`src/rtl/carregador_matriz_pkg.sv`:
```
// rtl/carregador_matriz_pkg.sv - shared constants, FSM states and flat-index helpers for the matrix loader
package carregador_matriz_pkg;

  localparam int LARGURA_ELEM = 8;
  localparam int DIM_MAX      = 5;
  localparam int MATRIZ_BITS  = LARGURA_ELEM * DIM_MAX * DIM_MAX;
  localparam int TAM_MIN      = 2;
  localparam int TAM_BITS     = 3;

  typedef enum logic [1:0] {
    OCIOSO  = 2'd0,
    CARREGA = 2'd1,
    PRONTA  = 2'd2
  } estado_t;

  // Same flattening the matrix operators use: linha is the fast index inside a coluna.
  function automatic int indice(input int coluna, input int linha);
    return LARGURA_ELEM * (linha + DIM_MAX * coluna);
  endfunction

  function automatic logic tamanho_legal(input logic [TAM_BITS-1:0] t);
    return (t >= TAM_BITS'(TAM_MIN)) && (t <= TAM_BITS'(DIM_MAX));
  endfunction

endpackage

```
`src/rtl/carregador_matriz_if.sv`:
```
// rtl/carregador_matriz_if.sv - element stream, matrix handshake and status bundle of the loader
// Carries negar only when CARREGADOR_NEGA_EN is defined.
interface carregador_matriz_if;
  import carregador_matriz_pkg::*;

  logic                    inicio;
  logic [TAM_BITS-1:0]     tamanho;
  logic [LARGURA_ELEM-1:0] elem_dado;
  logic                    elem_valido;
  logic                    elem_pronto;
  logic [MATRIZ_BITS-1:0]  matriz_saida;
  logic                    matriz_valida;
  logic                    matriz_ack;
  logic                    ocupado;
  logic                    erro_tamanho;
`ifdef CARREGADOR_NEGA_EN
  logic                    negar;
`endif

  modport master (
`ifdef CARREGADOR_NEGA_EN
    output negar,
`endif
    output inicio, tamanho, elem_dado, elem_valido, matriz_ack,
    input  elem_pronto, matriz_saida, matriz_valida, ocupado, erro_tamanho
  );

  modport slave (
`ifdef CARREGADOR_NEGA_EN
    input  negar,
`endif
    input  inicio, tamanho, elem_dado, elem_valido, matriz_ack,
    output elem_pronto, matriz_saida, matriz_valida, ocupado, erro_tamanho
  );

endinterface

```
`src/rtl/carregador_matriz_contador_indice.sv`:
```
// rtl/carregador_matriz_contador_indice.sv - coluna/linha counter pair wrapping at the active size
module contador_indice
  import carregador_matriz_pkg::*;
(
  input  logic                clk,
  input  logic                reset,
  input  logic                clear,
  input  logic                advance,
  input  logic [TAM_BITS-1:0] tam,
  output logic [TAM_BITS-1:0] coluna,
  output logic [TAM_BITS-1:0] linha,
  output logic                ultimo
);

  logic [TAM_BITS-1:0] tam_m1;
  logic                fim_linha;
  logic                fim_coluna;

  assign tam_m1     = tam - TAM_BITS'(1);
  assign fim_linha  = (linha == tam_m1);
  assign fim_coluna = (coluna == tam_m1);
  assign ultimo     = fim_linha && fim_coluna;

  always_ff @(posedge clk) begin
    if (reset || clear) begin
      coluna <= '0;
      linha  <= '0;
    end else if (advance) begin
      if (fim_linha) begin
        linha  <= '0;
        coluna <= fim_coluna ? '0 : coluna + TAM_BITS'(1);
      end else begin
        linha <= linha + TAM_BITS'(1);
      end
    end
  end

endmodule

```
`src/rtl/carregador_matriz.sv`:
```
// rtl/carregador_matriz.sv - streams elements into the flat 5x5 matrix bus and hands it off with valid/ack
// Optional CARREGADOR_NEGA_EN: negar latched at inicio stores the two's-complement negation of each element.
module carregador_matriz
  import carregador_matriz_pkg::*;
(
  input  logic                clk,
  input  logic                reset,
  carregador_matriz_if.slave  bus
);

  estado_t                 estado;
  logic [TAM_BITS-1:0]     tam_q;
  logic [MATRIZ_BITS-1:0]  matriz_q;
  logic                    elem_pronto_q;
  logic                    matriz_valida_q;
  logic                    ocupado_q;
  logic                    erro_q;
  logic [TAM_BITS-1:0]     coluna;
  logic [TAM_BITS-1:0]     linha;
  logic                    ultimo;
  logic                    partida;
  logic                    transfere;
  logic [LARGURA_ELEM-1:0] elem_escrito;

  assign partida   = (estado == OCIOSO) && bus.inicio && tamanho_legal(bus.tamanho);
  assign transfere = (estado == CARREGA) && bus.elem_valido && elem_pronto_q;

`ifdef CARREGADOR_NEGA_EN
  logic negar_q;

  always_ff @(posedge clk) begin
    if (reset) begin
      negar_q <= 1'b0;
    end else if (partida) begin
      negar_q <= bus.negar;
    end
  end

  // Subtraction from zero wraps, so 0x80 maps onto itself.
  assign elem_escrito = negar_q ? ({LARGURA_ELEM{1'b0}} - bus.elem_dado) : bus.elem_dado;
`else
  assign elem_escrito = bus.elem_dado;
`endif

  contador_indice u_contador (
    .clk     (clk),
    .reset   (reset),
    .clear   (partida),
    .advance (transfere),
    .tam     (tam_q),
    .coluna  (coluna),
    .linha   (linha),
    .ultimo  (ultimo)
  );

  always_ff @(posedge clk) begin
    if (reset) begin
      estado          <= OCIOSO;
      tam_q           <= '0;
      matriz_q        <= '0;
      elem_pronto_q   <= 1'b0;
      matriz_valida_q <= 1'b0;
      ocupado_q       <= 1'b0;
      erro_q          <= 1'b0;
    end else begin
      erro_q <= 1'b0;
      case (estado)
        OCIOSO: begin
          if (bus.inicio) begin
            if (partida) begin
              tam_q         <= bus.tamanho;
              matriz_q      <= '0;
              elem_pronto_q <= 1'b1;
              ocupado_q     <= 1'b1;
              estado        <= CARREGA;
            end else begin
              erro_q <= 1'b1;
            end
          end
        end
        CARREGA: begin
          if (transfere) begin
            // Unrolled write-enable decode keeps every part-select base constant.
            for (int c = 0; c < DIM_MAX; c++) begin
              for (int l = 0; l < DIM_MAX; l++) begin
                if (coluna == TAM_BITS'(c) && linha == TAM_BITS'(l)) begin
                  matriz_q[indice(c, l) +: LARGURA_ELEM] <= elem_escrito;
                end
              end
            end
            if (ultimo) begin
              elem_pronto_q   <= 1'b0;
              matriz_valida_q <= 1'b1;
              estado          <= PRONTA;
            end
          end
        end
        PRONTA: begin
          if (bus.matriz_ack) begin
            matriz_valida_q <= 1'b0;
            ocupado_q       <= 1'b0;
            estado          <= OCIOSO;
          end
        end
        default: begin
          estado <= OCIOSO;
        end
      endcase
    end
  end

  assign bus.elem_pronto   = elem_pronto_q;
  assign bus.matriz_saida  = matriz_q;
  assign bus.matriz_valida = matriz_valida_q;
  assign bus.ocupado       = ocupado_q;
  assign bus.erro_tamanho  = erro_q;

endmodule

```
`src/flat_wrapper.sv`:
```
// flat-port wrapper written by rule: the top's interface ports become plain ports
module carregador_matriz_flat import carregador_matriz_pkg::*;
  (clk, reset, bus_inicio, bus_tamanho, bus_elem_dado, bus_elem_valido, bus_matriz_ack, bus_elem_pronto, bus_matriz_saida, bus_matriz_valida, bus_ocupado, bus_erro_tamanho);
  carregador_matriz_if bus_i ();
  input  logic clk;
  input  logic reset;
  input wire logic [$bits(bus_i.inicio)-1:0] bus_inicio;
  input wire logic [$bits(bus_i.tamanho)-1:0] bus_tamanho;
  input wire logic [$bits(bus_i.elem_dado)-1:0] bus_elem_dado;
  input wire logic [$bits(bus_i.elem_valido)-1:0] bus_elem_valido;
  input wire logic [$bits(bus_i.matriz_ack)-1:0] bus_matriz_ack;
  output wire logic [$bits(bus_i.elem_pronto)-1:0] bus_elem_pronto;
  output wire logic [$bits(bus_i.matriz_saida)-1:0] bus_matriz_saida;
  output wire logic [$bits(bus_i.matriz_valida)-1:0] bus_matriz_valida;
  output wire logic [$bits(bus_i.ocupado)-1:0] bus_ocupado;
  output wire logic [$bits(bus_i.erro_tamanho)-1:0] bus_erro_tamanho;
  assign bus_i.inicio = bus_inicio;
  assign bus_i.tamanho = bus_tamanho;
  assign bus_i.elem_dado = bus_elem_dado;
  assign bus_i.elem_valido = bus_elem_valido;
  assign bus_i.matriz_ack = bus_matriz_ack;
  assign bus_elem_pronto = bus_i.elem_pronto;
  assign bus_matriz_saida = bus_i.matriz_saida;
  assign bus_matriz_valida = bus_i.matriz_valida;
  assign bus_ocupado = bus_i.ocupado;
  assign bus_erro_tamanho = bus_i.erro_tamanho;
  carregador_matriz u_core (.clk(clk), .reset(reset), .bus(bus_i));
endmodule
```
`config.mk`:
```
export PLATFORM = sky130hd
export DESIGN_NAME = carregador_matriz_flat
export DESIGN_NICKNAME = d
export VERILOG_FILES = /design/src/rtl/carregador_matriz_pkg.sv /design/src/rtl/carregador_matriz_if.sv /design/src/rtl/carregador_matriz_contador_indice.sv /design/src/rtl/carregador_matriz.sv /design/src/flat_wrapper.sv
export SDC_FILE = /design/constraint.sdc
export NUM_CORES = 1
export LEC_CHECK = 0
export CAP_MARGIN = 20
export CORE_ASPECT_RATIO = 1.75
export CORE_MARGIN = 3
export CORE_UTILIZATION = 25
export DETAILED_ROUTE_END_ITERATION = 10
export HOLD_SLACK_MARGIN = 0.15
export PLACE_DENSITY_LB_ADDON = 0.05
export RECOVER_POWER = 100
export SYNTH_ARGS = -nofsm -noshare
export SYNTH_HDL_FRONTEND = slang
export SYNTH_SLANG_ARGS = --single-unit
```
`constraint.sdc`:
```
create_clock -name clk -period 1.6 [get_ports clk]
set_clock_uncertainty 0.05 [all_clocks]
set_input_delay 0.4 -clock clk [delete_from_list [all_inputs] [get_ports clk]]
set_output_delay 0.4 -clock clk [all_outputs]
set_load 0.01 [all_outputs]
```
==> flow_summary.json, run 1 <==
{
  "outcome": "finished, violations left",
  "violations": "negative setup slack",
  "cpLargestDelayFamily": "flip-flops",
  "antenna_found_initial": 0,
  "gp_congestion": 0.730,
  "period_minus_slack_ps": 1720,
  "synth_top_area_cell": "dfxtp_1",
  "clockBufferDepth": 3,
  "rsz0062_at_grt": "true",
  "crit_arrival_ps": 2070,
  "drt-wirelength-per-cell_um": 19.9,
  "drive_above_1_share_pct": 28.8,
  "grt_pass1_vias": 7074,
  "path_buf_inv": 3,
  "pwr_density_cell_nw_per_um2": 1020,
  "antenna_left": 0,
  "drc": 0,
  "drtPass1Iterations": 4,
  "worstReg2RegStart": "u_core.u_contador.linha[0]$_SDFFE_PP0P_",
  "numPortBuffers": 219,
  "worstHoldEndpoint": "u_core.u_contador.linha[0]$_SDFFE_PP0P_",
  "cp-start-kind": "register",
  "drt_iter0_drc": 173,
  "setup_violations": 198,
  "netlist_instances": 838,
  "r2r_cells": 8,
  "cts_inserted_buffers": 24,
  "overflow": 0,
  "area_growth_syn_to_layout_pct": 47.6,
  "cts_sinks": 215,
  "leakage_nw": 5.74,
  "cts_tree": "done",
  "finalHoldViolations": 0,
  "period_share_pct": 107,
  "slowest_stage": "dfxtp_4",
  "synthTopCellsByArea": "dfxtp_1, mux2i_1, nand2b_1",
  "clkTransAtPathRegs_ps": 60,
  "hp-class": "primary input to register",
  "total_power_mw": 13.3,
  "routed_wl_um": 31400,
  "yosysSeqAreaShare_pct": 48.3,
  "final_util_pct": 37.8,
  "num_vias": 6768,
  "synth-edff-count": 0,
  "root_buffer": "clkbuf_16",
  "worst_slack_ps": -116,
  "start_util_pct": 25.6,
  "cpPeakStageDelay_ps": 380,
  "grt_pass1_wl_um": 46600,
  "insertedDiodeCount": 0,
  "hold_depth": 4,
  "synth.distinct_cells": 45,
  "grt_start_max_net_pins": 144,
  "synth_commonest_cells": "dfxtp_1, nand2b_1, mux2i_1, clkbuf_1, nand3b_1",
  "place_hpwl_um": 21100,
  "yosys.area.top_type_share_pct": 48.3,
  "ctsHoldBuffers": 0,
  "synth-main-ff-cell": "dfxtp_1",
  "core_area_um2": 34800,
  "r2r_slack_ps": -120,
  "cp_max_fo": 8,
  "worstPathRequired_ps": 1960,
  "grt_use_total_pct": 16.0,
  "viasPerCell": 4.28,
  "ys_ff_latch": 215,
  "path_cells": "buf_4 > buf_6 > ha_4 > ha_4 > a31oi_1 > or3_1 > buf_6 > mux2i_1",
  "dieArea_um2": 38000,
  "fp.dieH_um": 256,
  "setup.worst_path.end_class": "register",
  "final_net_count": 1130,
  "avgSynthCellArea_um2": 10.6,
  "relSlewSlack_pct": 57.9,
  "max_slew.worst_pin.slew_ps": 632,
  "clk-insertion-delay-late_ps": 520,
  "ys_warn_count": 0,
  "fillers": 3502,
  "drv_cap": 0,
  "yosysMostFrequentCell": "dfxtp_1",
  "vdd_drop_max_uv": 908,
  "r2r-end": "u_core.bus.matriz_saida[189]$_SDFFE_PP0P_",
  "synth_fp_nets": 865,
  "path_class": "register to register",
  "die_x_um": 149,
  "setup_tns_ps": -10560,
  "fmax_ghz": 0.583,
  "ys_async_sr_fraction_pct": 0,
  "syn_area_um2": 8900,
  "hold_ws_ps": 286,
  "cts_max_level": 1,
  "slew_viol_final": 0,
  "hold_start": "reset",
  "row_count": 90,
  "io_pins": 220
}
-- cell type report --
class                   count  area (um2)  area share [%]
clock inverters            15         245            1.87
multi-input cells         533        4560            34.7
repair buffers            312        2690            20.5
inverters                  17        76.3           0.581
well taps                 460         576            4.38
flip-flops and latches    215        4360            33.2
clock buffers              28         636            4.84
-- sequential cells by signal, summed over array words and instances, names as in the netlist --
register,cells
u_core.bus.elem_pronto,1
u_core.bus.ocupado,1
u_core.estado,2
u_core.bus.matriz_valida,1
u_core.tam_q,3
u_core.bus.erro_tamanho,1
u_core.bus.matriz_saida,200
u_core.u_contador.linha,3
u_core.u_contador.coluna,3
-- worst register-to-register path, cell delays in order, from the launching register on --
cell and delay, ps:
dfxtp_4 380, buf_4 120, buf_6 90, ha_4 130
ha_4 150, a31oi_1 70, or3_1 330, buf_6 170
mux2i_1 120
-- cells in the final DEF (no fill, tap or decap), drive strengths merged, types with 6 or more instances in the layout --
| master | n |
|---|---|
| bufinv | 6 |
| nand2 | 16 |
| clkdlybuf4s15 | 94 |
| nor2 | 9 |
| inv | 17 |
| nand3b | 23 |
| ha | 11 |
| o21ai | 22 |
| clkdlybuf4s50 | 10 |
| dfxtp | 215 |
| buf | 93 |
| clkinv | 7 |
| a21oi | 7 |
| mux2i | 201 |
| clkbuf | 137 |
| nand2b | 204 |
-- metrics by stage --
stage                     area [um2]  instances  setup slack (ps)
after CTS                      13500       1576              -140
after floorplan                 8970        838             -17.0
after global routing           13100       1580              -214
after detailed placement       12200       1526              -640
after global placement         12200       1526              -644
final                          13100       1580              -116
-- per-layer routing --
metal  up-vias  GRT usage (%)  routed length (um)
met5         -              0                   0
met4         0           3.70                 554
met3        30           2.83                1480
met2       140           31.2               17300
met1      3275           17.6               12100
li1       3323              -                   -
-- power breakdown --
part / total, mW / internal [mW] / leakage (nW) / switching (mW)
Combinational: 1.66 / 0.837 / 3.55 / 0.821
Clock: 6.16 / 3.82 / 0.428 / 2.34
Sequential: 5.53 / 5.46 / 1.76 / 0.0693
-- worst max path at each step --
stage,end,slack (ps),depth (start not counted),from
6_report,u_core.bus.matriz_saida[189]$_SDFFE_PP0P_,-120,8,u_core.u_contador.linha[0]$_SDFFE_PP0P_
5_1_grt,u_core.bus.matriz_saida[2]$_SDFFE_PP0P_,-210,7,u_core.u_contador.linha[1]$_SDFFE_PP0P_
4_1_cts,u_core.bus.matriz_saida[43]$_SDFFE_PP0P_,-140,7,u_core.u_contador.linha[0]$_SDFFE_PP0P_
3_5_place_dp,u_core.bus.matriz_saida[189]$_SDFFE_PP0P_,-640,7,bus_tamanho[2]
3_3_place_gp,u_core.bus.matriz_saida[153]$_SDFFE_PP0P_,-640,7,bus_tamanho[2]
2_1_floorplan,u_core.bus.matriz_saida[40]$_SDFFE_PP0P_,-20,7,u_core.u_contador.linha[1]$_SDFFE_PP0P_
-- timing repair --
item                                    CTS  global route
pin swaps                                16            21
gates cloned                              2             0
resized for setup                       637           152
hold endpoints to repair                  0             0
endpoints found under the setup margin  413           319
buffers inserted                          5             5
-- cell families after synthesis --
logic type	after synthesis	share of synthesized area, %
buf+inv	90	4.44
flops	215	48.3
compound gates	45	3.20
mux	201	22.6
xor+xnor	7	1.10
simple gates	269	18.8
fa+ha+maj	11	1.55
No activity file was read; power rests on OpenSTA's default activity.
==> inputs of run 2 (changes only) <==
==> constraint.sdc (replaced) <==
create_clock -name clk -period 1.7 [get_ports clk]
set_clock_uncertainty 0.05 [all_clocks]
set_input_delay 0.425 -clock clk [delete_from_list [all_inputs] [get_ports clk]]
set_output_delay 0.425 -clock clk [all_outputs]
set_load 0.02 [all_outputs]
==> flow_summary.json, run 2 (synthesis gave the netlist of run 1 again) <==
{
  "drv_cap": 0,
  "leakage_nw": 5.62,
  "cts_max_level": 1,
  "drt_iter0_drc": 179,
  "grt_pass1_vias": 7014,
  "core_area_um2": 34800,
  "largest_reg_flops": 200,
  "row_count": 90,
  "drtPass1Iterations": 4,
  "worstReg2RegStart": "u_core.u_contador.linha[0]$_SDFFE_PP0P_",
  "period_share_pct": 100,
  "r2r-end": "u_core.bus.matriz_saida[12]$_SDFFE_PP0P_",
  "drive_above_1_share_pct": 23.8,
  "fmax_ghz": 0.586,
  "cts_tree": "done",
  "cts_inserted_buffers": 23,
  "root_buffer": "clkbuf_16",
  "drt-wirelength-per-cell_um": 19.6,
  "path_class": "primary input to register",
  "num_vias": 6688,
  "viasPerCell": 4.24,
  "fillers": 3515,
  "area_growth_syn_to_layout_pct": 44.8,
  "drc": 0,
  "worst_slack_ps": -5.17,
  "clk-insertion-delay-late_ps": 530,
  "outcome": "finished, violations left",
  "routed_wl_um": 31000,
  "stdcell_area_um2": 12900,
  "placed_area_um2": 12300,
  "dieArea_um2": 38000,
  "grt_use_total_pct": 16.0,
  "finalHoldViolations": 0,
  "ctsHoldBuffers": 0,
  "die_x_um": 149,
  "final_cells": 1578,
  "violations": "negative setup slack",
  "hp-class": "primary input to register",
  "clkTransAtPathRegs_ps": 60,
  "cp_max_fo": 21,
  "insertedDiodeCount": 0,
  "grt_pass1_wl_um": 46300,
  "setup.worst_path.end_class": "register",
  "worstHoldEndpoint": "u_core.tam_q[2]$_SDFFE_PP0P_",
  "worstPathRequired_ps": 2050,
  "gp_congestion": 0.755,
  "max_slew.worst_pin.slew_ps": 368,
  "r2r_slack_ps": 0,
  "placed_cells_incl_taps": 1533,
  "cts_sinks": 215,
  "final_net_count": 1128,
  "setup_violations": 3,
  "crit_arrival_ps": 2060,
  "numPortBuffers": 219,
  "hold_start": "bus_tamanho[2]",
  "mostFrequentLayoutCells": "nand2b_1, dfxtp_1, mux2i_1, clkbuf_1, clkdlybuf4s15_2",
  "relSlewSlack_pct": 75.3,
  "antenna_found_initial": 0,
  "grt_start_max_net_pins": 93,
  "overflow": 0,
  "final_common_cell": "nand2b_1",
  "io_pins": 220,
  "pwr_density_cell_nw_per_um2": 932,
  "start_util_pct": 25.6,
  "hold_depth": 4,
  "slew_viol_final": 0,
  "total_power_mw": 12.0,
  "fp.dieH_um": 256,
  "period_minus_slack_ps": 1710,
  "rsz0062_at_grt": "true",
  "clockBufferDepth": 3,
  "cp-start-kind": "primary input",
  "vdd_drop_max_uv": 621,
  "place_hpwl_um": 22000,
  "r2r_cells": 7,
  "antenna_left": 0
}
-- run 2: changes by cell type in the layout (fill, tap and decap cells not counted), sizes merged, moves of 2 or more --
cell / delta
buf: -3
bufinv: -4
clkbuf: -9
clkdlybuf4s15: +17
clkdlybuf4s50: +2
clkinv: -2
dlygate4sd2: -4
-- run 2: critical path, stage by stage --
cell	delay (ps)
dlygate4sd3_1	560
nor2b_1	130
buf_2	160
o2bb2ai_2	130
buf_12	180
nand3b_1	140
buf_12	180
mux2i_2	140
-- run 2: through the flow --
stage	setup TNS [ps]	worst slack, ps	utilization (%)	hold WS [ps]
6_report	-7.46	-5.17	37.0	345
5_1_grt	-9400	-98.2	37.0	361
4_1_cts	-374	-41.3	38.2	300
3_5_place_dp	-99560	-573	35.2	414
3_3_place_gp	-96350	-549	35.2	407
2_1_floorplan	0	0.233	-	439
-- run 2: worst max-delay path by stage --
stage	to	startpoint	depth (start not counted)	slack [ps]
global route	u_core.bus.matriz_saida[81]$_SDFFE_PP0P_	u_core.u_contador.linha[0]$_SDFFE_PP0P_	7	-100
finish	u_core.bus.matriz_saida[106]$_SDFFE_PP0P_	bus_inicio	8	-5
floorplan	u_core.bus.matriz_saida[40]$_SDFFE_PP0P_	u_core.u_contador.linha[0]$_SDFFE_PP0P_	7	0.2
detailed placement	u_core.bus.matriz_saida[159]$_SDFFE_PP0P_	bus_tamanho[2]	7	-570
global placement	u_core.bus.matriz_saida[154]$_SDFFE_PP0P_	bus_tamanho[2]	7	-550
CTS	u_core.bus.matriz_saida[23]$_SDFFE_PP0P_	u_core.u_contador.linha[1]$_SDFFE_PP0P_	7	-40
-- run 2: per-layer routing --
metal	routed length [um]	up-vias	track usage, %
met5	0	-	0
met4	534	0	3.93
met3	1630	33	3.08
met2	17200	148	31.0
met1	11600	3186	17.4
li1	-	3321	-
-- run 2: report_power, final --
group	total, mW	leakage [nW]	internal (mW)	switching (mW)
Clock	5.25	0.390	3.10	2.15
Sequential	5.21	1.74	5.14	0.0676
Combinational	1.55	3.49	0.741	0.810
Total	12.0	5.62	8.98	3.02
-- run 2: repair_timing --
action,CTS,global route
pin swaps,10,9
endpoints found under the setup margin,357,277
buffers inserted,3,1
resized for setup,539,126
cloned,0,0
-- run 2: area by class of cell --
type	instances	area, um2	area share, %
Multi-Input combinational cell	533	4400	34.2
Sequential cell	215	4330	33.6
Timing Repair Buffer	311	2730	21.2
Clock buffer	33	683	5.30
Tap cell	460	576	4.47
Clock inverter	9	101	0.786
Inverter	17	66.3	0.515
==> inputs of run 3 (changes only) <==
- ABC_AREA: not set -> 1
==> flow_summary.json, run 3 <==
{
  "grt_use_total_pct": 18.5,
  "relSlewSlack_pct": 71.1,
  "largest_reg_flops": 200,
  "cp_common_cell": "buf_6",
  "drt-wirelength-per-cell_um": 18.6,
  "path_buf_inv": 6,
  "clk-insertion-delay-late_ps": 530,
  "clkTransAtPathRegs_ps": 70,
  "leakage_nw": 5.56,
  "final_cells": 1859,
  "cts_sinks": 215,
  "synth_fp_nets": 1132,
  "slew_viol_final": 0,
  "synthTopCellsByArea": "dfxtp_1, nor2_1, o21ai_0",
  "worstPathRequired_ps": 2080,
  "outcome": "finished, violations left",
  "r2r_slack_ps": -40,
  "fillers": 3414,
  "use_met1_pct": 20.3,
  "synth_top_area_cell": "dfxtp_1",
  "total_power_mw": 15.5,
  "cpLargestDelayFamily": "buffers and inverters",
  "root_buffer": "clkbuf_16",
  "drc": 0,
  "pwr_density_cell_nw_per_um2": 1090,
  "numPortBuffers": 219,
  "core_area_um2": 33000,
  "placed_cells_incl_taps": 1780,
  "finalHoldViolations": 0,
  "ys_ff_latch": 215,
  "syn_area_um2": 8380,
  "grtUsageMet3_pct": 3.13,
  "netlist_instances": 1105,
  "antenna_left": 0,
  "start_util_pct": 25.4,
  "routed_wl_um": 34500,
  "insertedDiodeCount": 0,
  "ctsHoldBuffers": 0,
  "cts_inserted_buffers": 23,
  "final_common_cell": "nor2_1",
  "mostFrequentLayoutCells": "nor2_1, dfxtp_1, nand2_1, clkdlybuf4s15_1, a21oi_1",
  "violations": "negative setup slack",
  "area_growth_syn_to_layout_pct": 68.7,
  "worst_slack_ps": -36.8,
  "yosysSeqAreaShare_pct": 51.4,
  "grt_start_max_net_pins": 84,
  "hold_start": "reset",
  "cts_tree": "done",
  "drv_cap": 0,
  "grt_pass1_wl_um": 51000,
  "clockBufferDepth": 3,
  "io_pins": 220,
  "fmax_ghz": 0.576,
  "overflow": 0,
  "fp.dieH_um": 248,
  "synth-edff-count": 0,
  "place_ws_ps": -587,
  "ys_warn_count": 0,
  "hold_ws_ps": 353,
  "die_x_um": 144,
  "yosys.area.top_type_share_pct": 51.4,
  "grt_pass1_vias": 8322,
  "period_share_pct": 102,
  "synth-main-ff-cell": "dfxtp_1",
  "slowest_stage": "dfxtp_4",
  "startpoint": "u_core.u_contador.linha[1]$_SDFFE_PP0P_",
  "rsz0062_at_grt": "true",
  "drtPass1Iterations": 5,
  "place_hpwl_um": 23200,
  "cp-start-kind": "register",
  "r2r-end": "u_core.bus.matriz_saida[89]$_SDFFE_PP0P_",
  "dieArea_um2": 35800,
  "hp-class": "primary input to register",
  "drt_iter0_drc": 278,
  "yosysMostFrequentCell": "nor2_1",
  "avgSynthCellArea_um2": 7.58,
  "antenna_found_initial": 0,
  "synth.distinct_cells": 27,
  "cp_max_fo": 8,
  "path_depth": 13,
  "viasPerCell": 4.56,
  "setup_violations": 45,
  "final_net_count": 1464,
  "synth_compound_area_share_pct": 14.5,
  "synth_top_family_by_area": "simple AND/OR/NAND/NOR gates",
  "row_count": 88,
  "placed_area_um2": 12000,
  "top_usage_layer": "met2",
  "num_vias": 8484,
  "path_class": "register to register",
  "max_slew.worst_pin.slew_ps": 433,
  "worstReg2RegStart": "u_core.u_contador.linha[1]$_SDFFE_PP0P_",
  "synth-simple-area-share_pct": 26.9,
  "gr-usage-met2_pct": 36.0,
  "ys_async_sr_fraction_pct": 0,
  "cts_max_level": 1,
  "setup.worst_path.end_class": "register",
  "synthXorXnorAreaFrac_pct": 0,
  "gp_congestion": 0.783,
  "cpPeakStageDelay_ps": 370,
  "period_minus_slack_ps": 1740,
  "path_cells": "inv_4 > buf_6 > ha_4 > inv_2 > nor2_4 > buf_6 > a21oi_4 > nor2_2 > buf_6 > nand2_8 > clkinv_8 > nor2_1 > nor2_1",
  "endpoint": "u_core.bus.matriz_saida[89]$_SDFFE_PP0P_",
  "r2r_cells": 13,
  "synth.area.mux_share_pct": 0,
  "vdd_drop_max_uv": 781,
  "stdcell_area_um2": 14100,
  "drive_above_1_share_pct": 30.9,
  "synth_fa_ha_area_share_pct": 1.64,
  "crit_arrival_ps": 2120,
  "synth_commonest_cells": "nor2_1, dfxtp_1, nand2_1, o21ai_0, a21oi_1"
}
run 3: report_power, final:
| part | leakage, nW | switching (mW) | internal (mW) |
|---|---|---|---|
| Sequential | 1.76 | 0.291 | 5.50 |
| Clock | 0.399 | 2.19 | 3.18 |
| Combinational | 3.40 | 2.54 | 1.77 |
run 3: cells by family after synthesis:
kind of cell             Yosys count
AND/OR/NAND/NOR                  526
adder cells (fa/ha/maj)           11
buffers and inverters            112
AO/OA/AOI/OAI                    241
flip-flops                       215
run 3: worst reg2reg max path: cells and delay by family (launching register included):
kind,cells,cell delay (ps)
compound gates,1,140
fa+ha+maj,1,140
buf+inv,6,600
flops,1,370
simple gates,5,340
run 3: stage by stage:
stage	TNS [ps]	util [%]
after detailed placement	-98230	36.3
after global routing	-14380	42.8
after global placement	-94610	36.3
final	-686	42.8
after floorplan	-2700	-
after CTS	-594	41.4
run 3: final cells by class:
type                    count  area, um2  share of cell area (%)
clock buffers              34        707                    5.00
repair buffers            353       3720                    26.3
inverters                  59        319                    2.26
flip-flops and latches    215       4330                    30.6
well taps                 405        507                    3.59
multi-input cells         785       4460                    31.6
clock inverters             8       96.3                   0.682
run 3: worst min path at each step:
stage / slack (ps) / cells after the start / endpoint
4_1_cts: 330 / 4 / u_core.bus.ocupado$_SDFFE_PP0P_
6_report: 350 / 4 / u_core.bus.ocupado$_SDFFE_PP0P_
5_1_grt: 360 / 4 / u_core.tam_q[1]$_SDFFE_PP0P_
2_1_floorplan: 400 / 2 / u_core.tam_q[1]$_SDFFE_PP0P_
3_5_place_dp: 390 / 2 / u_core.bus.ocupado$_SDFFE_PP0P_
3_3_place_gp: 390 / 2 / u_core.bus.ocupado$_SDFFE_PP0P_
run 3: repair_timing:
action                     CTS  global route
setup endpoints to repair  414           279
pin swaps                   44            51
setup buffers               19             9
cloned                      10             4
gates resized for setup    641           154
run 3: layer usage:
layer  routed length, um  share of wire (%)  vias to the layer above
met1               12900                 38                     3972
met5                   0                  0                        -
li1                    -                  -                     4293
met2               19500                 56                      181
met4                 673                2.0                        0
met3                1410                4.1                       38
